File: src/rtl/bilinear_col_interp_if.sv
// Bus between the column interpolator and its surroundings: line control,
// the shared row-buffer read port and the output pixel stream.
interface bilinear_col_interp_if;
    logic        line_start;
    logic [9:0]  src_width;
    logic [10:0] dst_width;
    logic [8:0]  x_step;
    logic [7:0]  fy;
    logic [9:0]  rd_row_addr;
    logic [7:0]  row0_pixel;
    logic [7:0]  row1_pixel;
    logic [7:0]  out_pixel;
    logic        out_data_en;
    logic        busy;
    logic        line_done;

    // Line controller / row buffers side
    modport master (
        output line_start, src_width, dst_width, x_step, fy, row0_pixel, row1_pixel,
        input  rd_row_addr, out_pixel, out_data_en, busy, line_done
    );

    // Interpolator side
    modport slave (
        input  line_start, src_width, dst_width, x_step, fy, row0_pixel, row1_pixel,
        output rd_row_addr, out_pixel, out_data_en, busy, line_done
    );
endinterface

File: src/rtl/bilinear_col_interp.sv
// Horizontal+vertical bilinear interpolator for one destination line.
// Each destination pixel is fetched as two reads (A: left column, B: right
// column) from the upper and lower row buffers, so one pixel leaves every
// two clocks. A tag line tracks which read phase and fraction each returning
// word belongs to.
module bilinear_col_interp #(
    parameter int RD_LAT = 1
) (
    input  logic clk,
    input  logic rst_n,
    bilinear_col_interp_if.slave bus
);

    typedef enum logic [2:0] {IDLE, ISSUE_A, ISSUE_B, DRAIN, DONE} state_t;

    state_t      state;
    logic [17:0] x_acc;          // Q10.8 source position
    logic [8:0]  x_step_l;
    logic [7:0]  fy_l;
    logic [9:0]  src_w_l;
    logic [10:0] dst_w_l;
    logic [10:0] issue_cnt;
    logic [9:0]  rd_addr;
    logic        busy_r;
    logic        done_r;

    logic [9:0]  x_int;
    logic [7:0]  fx;
    logic [9:0]  last_col;
    logic [10:0] x_int_p1;
    logic [9:0]  addr_a;
    logic [9:0]  addr_b;
    logic [10:0] cnt_next;
    logic [18:0] x_acc_sum;

    // Read tag line: valid, phase (1 = B) and fraction travel with each address
    logic        tag_valid [0:RD_LAT];
    logic        tag_b     [0:RD_LAT];
    logic [7:0]  tag_fx    [0:RD_LAT];
    logic        tags_any;

    // Capture and arithmetic pipeline
    logic [7:0]  p00;
    logic [7:0]  p10;
    logic [7:0]  t_val;
    logic [7:0]  b_val;
    logic        h_valid;
    logic [7:0]  out_px;
    logic        out_en;

    // Rounded Q8 blend of two samples: (a*(256-f) + b*f + 128) >> 8, saturated
    function automatic logic [7:0] blend(input logic [7:0] a, input logic [7:0] b,
                                         input logic [7:0] f);
        logic [8:0]  f_inv;
        logic [16:0] pa;
        logic [16:0] pb;
        logic [17:0] sum;
        logic [17:0] q;
        f_inv = 9'd256 - {1'b0, f};
        pa    = {9'd0, a} * {8'd0, f_inv};
        pb    = {9'd0, b} * {9'd0, f};
        sum   = {1'b0, pa} + {1'b0, pb} + 18'd128;
        q     = sum >> 8;
        return (q > 18'd255) ? 8'd255 : q[7:0];
    endfunction

    assign x_int     = x_acc[17:8];
    assign fx        = x_acc[7:0];
    assign last_col  = src_w_l - 10'd1;
    assign x_int_p1  = {1'b0, x_int} + 11'd1;
    assign addr_a    = (x_int > last_col) ? last_col : x_int;
    assign addr_b    = (x_int_p1 > {1'b0, last_col}) ? last_col : x_int_p1[9:0];
    assign cnt_next  = issue_cnt + 11'd1;
    assign x_acc_sum = {1'b0, x_acc} + {10'd0, x_step_l};

    // Line sequencer: issues A/B reads per pixel, then waits for the pipeline
    always_ff @(posedge clk or negedge rst_n) begin
        if (!rst_n) begin
            state     <= IDLE;
            x_acc     <= '0;
            x_step_l  <= '0;
            fy_l      <= '0;
            src_w_l   <= '0;
            dst_w_l   <= '0;
            issue_cnt <= '0;
            rd_addr   <= '0;
            busy_r    <= 1'b0;
            done_r    <= 1'b0;
        end else begin
            done_r <= 1'b0;
            case (state)
                IDLE: begin
                    if (bus.line_start) begin
                        x_step_l  <= bus.x_step;
                        fy_l      <= bus.fy;
                        src_w_l   <= bus.src_width;
                        dst_w_l   <= bus.dst_width;
                        x_acc     <= '0;
                        issue_cnt <= '0;
                        if (bus.src_width == 10'd0 || bus.dst_width == 11'd0) begin
                            state  <= DONE;
                            done_r <= 1'b1;
                            busy_r <= 1'b0;
                        end else begin
                            state  <= ISSUE_A;
                            busy_r <= 1'b1;
                        end
                    end
                end
                ISSUE_A: begin
                    rd_addr <= addr_a;
                    state   <= ISSUE_B;
                end
                ISSUE_B: begin
                    rd_addr   <= addr_b;
                    // Saturate rather than wrap so oversized steps keep clamping right
                    x_acc     <= x_acc_sum[18] ? 18'h3FFFF : x_acc_sum[17:0];
                    issue_cnt <= cnt_next;
                    state     <= (cnt_next == dst_w_l) ? DRAIN : ISSUE_A;
                end
                DRAIN: begin
                    // Last pixel sits in stage H with nothing behind it: it leaves
                    // on this edge together with line_done
                    if (!tags_any && h_valid) begin
                        state  <= DONE;
                        done_r <= 1'b1;
                        busy_r <= 1'b0;
                    end
                end
                DONE: begin
                    state <= IDLE;
                end
                default: state <= IDLE;
            endcase
        end
    end

    // Any read still travelling through the tag line
    always_comb begin
        tags_any = 1'b0;
        for (int i = 0; i <= RD_LAT; i++) begin
            tags_any = tags_any | tag_valid[i];
        end
    end

    // Tag line shifted in step with the row-buffer read latency
    always_ff @(posedge clk or negedge rst_n) begin
        if (!rst_n) begin
            for (int i = 0; i <= RD_LAT; i++) begin
                tag_valid[i] <= 1'b0;
                tag_b[i]     <= 1'b0;
                tag_fx[i]    <= '0;
            end
        end else begin
            tag_valid[0] <= (state == ISSUE_A) || (state == ISSUE_B);
            tag_b[0]     <= (state == ISSUE_B);
            tag_fx[0]    <= fx;
            for (int i = 1; i <= RD_LAT; i++) begin
                tag_valid[i] <= tag_valid[i-1];
                tag_b[i]     <= tag_b[i-1];
                tag_fx[i]    <= tag_fx[i-1];
            end
        end
    end

    // A-phase holds the left taps; B-phase data goes straight into stage H
    always_ff @(posedge clk or negedge rst_n) begin
        if (!rst_n) begin
            p00     <= '0;
            p10     <= '0;
            t_val   <= '0;
            b_val   <= '0;
            h_valid <= 1'b0;
        end else begin
            h_valid <= 1'b0;
            if (tag_valid[RD_LAT] && !tag_b[RD_LAT]) begin
                p00 <= bus.row0_pixel;
                p10 <= bus.row1_pixel;
            end
            if (tag_valid[RD_LAT] && tag_b[RD_LAT]) begin
                t_val   <= blend(p00, bus.row0_pixel, tag_fx[RD_LAT]);
                b_val   <= blend(p10, bus.row1_pixel, tag_fx[RD_LAT]);
                h_valid <= 1'b1;
            end
        end
    end

    // Stage V: vertical blend; out_pixel holds between valid outputs
    always_ff @(posedge clk or negedge rst_n) begin
        if (!rst_n) begin
            out_px <= '0;
            out_en <= 1'b0;
        end else begin
            out_en <= h_valid;
            if (h_valid) begin
                out_px <= blend(t_val, b_val, fy_l);
            end
        end
    end

    assign bus.rd_row_addr = rd_addr;
    assign bus.out_pixel   = out_px;
    assign bus.out_data_en = out_en;
    assign bus.busy        = busy_r;
    assign bus.line_done   = done_r;

endmodule

File: src/flat_wrapper.sv
// flat-port wrapper written by rule: the top's interface ports become plain ports
module bilinear_col_interp_flat 
#(
    parameter int RD_LAT = 1
)
  (clk, rst_n, bus_line_start, bus_src_width, bus_dst_width, bus_x_step, bus_fy, bus_row0_pixel, bus_row1_pixel, bus_rd_row_addr, bus_out_pixel, bus_out_data_en, bus_busy, bus_line_done);
  bilinear_col_interp_if bus_i ();
  input  logic clk;
  input  logic rst_n;
  input wire logic [$bits(bus_i.line_start)-1:0] bus_line_start;
  input wire logic [$bits(bus_i.src_width)-1:0] bus_src_width;
  input wire logic [$bits(bus_i.dst_width)-1:0] bus_dst_width;
  input wire logic [$bits(bus_i.x_step)-1:0] bus_x_step;
  input wire logic [$bits(bus_i.fy)-1:0] bus_fy;
  input wire logic [$bits(bus_i.row0_pixel)-1:0] bus_row0_pixel;
  input wire logic [$bits(bus_i.row1_pixel)-1:0] bus_row1_pixel;
  output wire logic [$bits(bus_i.rd_row_addr)-1:0] bus_rd_row_addr;
  output wire logic [$bits(bus_i.out_pixel)-1:0] bus_out_pixel;
  output wire logic [$bits(bus_i.out_data_en)-1:0] bus_out_data_en;
  output wire logic [$bits(bus_i.busy)-1:0] bus_busy;
  output wire logic [$bits(bus_i.line_done)-1:0] bus_line_done;
  assign bus_i.line_start = bus_line_start;
  assign bus_i.src_width = bus_src_width;
  assign bus_i.dst_width = bus_dst_width;
  assign bus_i.x_step = bus_x_step;
  assign bus_i.fy = bus_fy;
  assign bus_i.row0_pixel = bus_row0_pixel;
  assign bus_i.row1_pixel = bus_row1_pixel;
  assign bus_rd_row_addr = bus_i.rd_row_addr;
  assign bus_out_pixel = bus_i.out_pixel;
  assign bus_out_data_en = bus_i.out_data_en;
  assign bus_busy = bus_i.busy;
  assign bus_line_done = bus_i.line_done;
  bilinear_col_interp #(.RD_LAT(RD_LAT)) u_core (.clk(clk), .rst_n(rst_n), .bus(bus_i));
endmodule
File: config.mk
export PLATFORM = sky130hd
export DESIGN_NAME = bilinear_col_interp_flat
export DESIGN_NICKNAME = d
export VERILOG_FILES = /design/src/rtl/bilinear_col_interp_if.sv /design/src/rtl/bilinear_col_interp.sv /design/src/flat_wrapper.sv
export SDC_FILE = /design/constraint.sdc
export NUM_CORES = 1
export LEC_CHECK = 0
export ABC_AREA = 1
export CORE_MARGIN = 3
export CORE_UTILIZATION = 40
export CTS_CLUSTER_SIZE = 24
export DETAILED_ROUTE_END_ITERATION = 16
export PLACE_DENSITY = 0.6
export SLEW_MARGIN = 20
export SYNTH_ARGS = -nofsm -noshare
export SYNTH_HDL_FRONTEND = slang
export SYNTH_SLANG_ARGS = --single-unit
File: constraint.sdc
create_clock -name clk -period 6.2 [get_ports clk]
set_input_delay 0.62 -clock clk [delete_from_list [all_inputs] [get_ports clk]]
set_output_delay 0.62 -clock clk [all_outputs]
set_load 0.02 [all_outputs]
==> results.txt <==
----------------------------------------------------
[Status]
  Run status ... finished clean

[Synthesis]
  Per-instance average area after synthesis ... 7.31 sq um
  Fraction of post-synthesis cell area in the top cell type by area ... 0.271
  Yosys synthesis warning count ... 0
  Largest cells by area after synthesis ... sky130_fd_sc_hd__fa_1 27%, sky130_fd_sc_hd__dfrtp_1 16%, sky130_fd_sc_hd__inv_1 14%
  Portion of the post-synthesis area used by sequential elements ... 0.158
  Number of standard cells after synthesis ... between 3,000 and 4,000
  Synthesis-stage register bit count ... approximately 140
  Largest area contributor in the synthesized netlist ... sky130_fd_sc_hd__fa_1
  Combined area of all synthesized cells ... between 20,000 and 25,000 sq um
  Synthesized netlist net count ... 3,739
  Synth cell types ... 42

[CTS]
  Clock tree sinks ... 144
  Clock latency on the worst-skew pair ... 0.48 ns
  Post-CTS clock slew at the launch and capture registers of the worst setup and hold paths ... 0.08 ns
  CTS tree ... built
  Number of H-tree levels ... 4
  Clock root buffer ... sky130_fd_sc_hd__clkbuf_16
  Number of buffers between clock root and the deepest sink ... 2
  Number of buffers created by CTS ... 17

[Cells and area]
  Relative area change from synthesis to final layout ... 16.9%
  Fill cell total of the finished layout ... 5,609
  Net count reported at finish ... 3,887
  Ant. Diodes ... 0
  Core Util, Final ... 0.473
  Final Cell Area ... 26,700 sq um
  Area taken by flip-flops and latches ... 3600 sq um
  Multi-input gate area ... 16,500 sq um
  Non-filler instance count after layout ... 4,048
  Fraction of layout cells with a size suffix above 1 ... 0.115

[Placed design]
  DP HPWL ... 47,800 um
  Placer congestion estimate ... 0.865
  Number of I/O port buffers ... between 70 and 80
  Instance area after placement ... 25,200 sq um
  DP Cell Count ... 4,004

[Die]
  Starting Density ... 0.405
  Die outline height ... 245 um
  Cell Rows ... 87
  Number of placed I/O pins ... slightly below 80
  Total Die Area ... 60,100 sq um
  Width of the die ... between 200 and 250 um
  Placeable Area ... approximately 56,000 sq um

[STA]
  Final count of negative-setup-slack endpoints ... 0
  RSZ-0062 raised after global routing ... yes
  Worst-case clock skew ... 0.0171 ns
  Maximum clock frequency ... around 160 MHz
  Max Transition Viols Final ... 0
  Worst slew margin relative to its limit ... 0.403
  Time the final worst path needs with I/O delays and setup ... 6.19 ns
  Share of the clock period used by the worst path ... 0.998
  Transition time at the pin with the least slew margin ... 0.896 ns
  Setup_tns ... 0 ns
  Number of failing hold endpoints at the final stage ... 0

[Run]
  Number of violations of the max-capacitance limit ... 0

[Detailed routing]
  Initial DRC Count ... approximately 1,000
  Iteration count of the initial detailed-routing pass ... 5
  WL/cell ... about 14 um
  Routed WL ... 58,400 um
  Total number of vias ... between 15,000 and 20,000
  Post-route DRC ... 0
  Detail-routed via count per cell ... 4.69
  Antenna violation net count after detailed routing ... 0

[Global routing]
  Global-route usage over all layers ... 0.203
  Remaining global-route overflow ... 0
  Wire length of the first global-routing pass ... 97,600 um
  Number of antenna violations at the first check in global routing ... 1
  Pin count of the biggest net entering global routing ... 76
  Vias in the first global route ... 18,900

[Critical path]
  CP max-delay cell ... sky130_fd_sc_hd__fa_2
  Most numerous cell on the critical path ... sky130_fd_sc_hd__inv_2
  Kind of launch point of the worst setup path ... register
  Maximum fanout encountered on the critical timing path ... 5
  Crit. End Element ... register
  Crit Path Class ... reg -> reg
  Critical Path AT ... 6.56 ns
  Data required time of the worst path ... 6.57 ns
  Delay of the slowest critical-path stage ... 0.58 ns

[Min path]
  Path class of the lowest-slack min-delay path ... in -> async

----------------------------------------------------
-- state kept, by name, indices dropped and copies added, names as in the netlist, 2 cells and up --
| name | flops |
|---|---|
| u_core.fy_l | 8 |
| u_core.tag_fx | 16 |
| u_core.state | 3 |
| u_core.bus.out_pixel | 8 |
| u_core.x_acc | 18 |
| u_core.tag_valid | 2 |
| u_core.p10 | 8 |
| u_core.src_w_l | 10 |
| u_core.issue_cnt | 11 |
| u_core.p00 | 8 |
| u_core.tag_b | 2 |
| u_core.t_val | 8 |
| u_core.bus.rd_row_addr | 10 |
| u_core.x_step_l | 9 |
| u_core.dst_w_l | 11 |
| u_core.b_val | 8 |
-- layer usage --
metal,vias up,track usage,share of wire
li1,9484,-,-
met1,9051,0.294,0.48
met2,400,0.322,0.45
met3,56,0.0300,0.047
met4,2,0.0445,0.016
met5,-,0,0.00029
-- layout make-up --
cell class,instances,area share
clock buffers,17,0.0159
repair buffers,219,0.0700
inverters,837,0.118
flip-flops and latches,144,0.135
clock inverters,15,0.00893
multi-input cells,2060,0.617
well taps,756,0.0354
-- layout by cell type (no fill, tap or decap), drive strengths merged, types with 76 or more instances in the layout --
cell and instances:
clkdlybuf4s50 76, ha 241, a21oi 82, buf 143
nand3 173, dfrtp 144, nand2 828, inv 844
fa 310, nor2 246
-- worst max-delay path, delay by kind of cell (launching register included) --
kind,cells,cell delay (ns)
buffers and inverters,7,0.49
DFF,1,0.43
and+or+nand+nor,12,1.50
AOI/OAI and AO/OA,1,0.11
adders and majority gates,8,3.54
-- cell usage after synthesis (all sizes together) --
master,instances
and2,3
o21ai,69
nor2,246
and3,1
dfrtp,144
o21bai,3
clkinv,1
nand4,13
o211ai,2
inv,836
a22o,1
a21o,2
xnor2,7
clkbuf,61
or2,17
nand2,828
xor2,25
buf,29
o22ai,6
nand3b,4
fa,310
nor3b,1
o21a,1
a31oi,3
nor3,12
a21oi,82
ha,241
nand3,173
nor4,9
or3,1
-- cell families (layout without fill, tap and decap cells) --
| group | count (synthesis) | count (layout) | share of synthesized area |
|---|---|---|---|
| AO/OA/AOI/OAI | 169 | 169 | 0.0387 |
| AND/OR/NAND/NOR | 1308 | 1308 | 0.234 |
| XOR/XNOR | 32 | 32 | 0.0123 |
| buffers and inverters | 927 | 1088 | 0.155 |
| adder cells (fa/ha/maj) | 551 | 551 | 0.403 |
| flip-flops | 144 | 144 | 0.158 |
-- repair_timing --
action / CTS / global route
resized for setup: 19 / 166
hold buffers: 0 / 0
pin swaps: 6 / 92
setup endpoints to repair: 18 / 24
buffers inserted: 1 / 11
-- through the flow --
stage	hold slack [ns]	setup slack, ns
after floorplan	0.324	0.00545
after global placement	0.333	-0.104
after detailed placement	0.336	-0.113
after CTS	0.202	0.00763
after global routing	0.234	-0.272
final	0.194	0.0120
-- final timing paths --
path	depth (start not counted)	slack, ns	start	endpoint
hold / removal	1	0.19	rst_n	u_core.bus.out_pixel[4]$_DFFE_PN0P_
min in group clk	0	0.35	u_core.tag_fx[13]$_DFF_PN0_	u_core.tag_fx[5]$_DFF_PN0_
max in group asynchronous	2	4.55	rst_n	u_core.issue_cnt[10]$_DFFE_PN0P_
setup / recovery	28	0.01	u_core.tag_fx[0]$_DFF_PN0_	u_core.b_val[5]$_DFFE_PN0P_
setup reg to reg	28	0.01	u_core.tag_fx[0]$_DFF_PN0_	u_core.b_val[5]$_DFFE_PN0P_
hold reg to reg	0	0.35	u_core.tag_fx[13]$_DFF_PN0_	u_core.tag_fx[5]$_DFF_PN0_
Power is left out: the tool's default activity adds up to more than one toggle a clock period on the data nets, which glitch-free logic cannot reach.
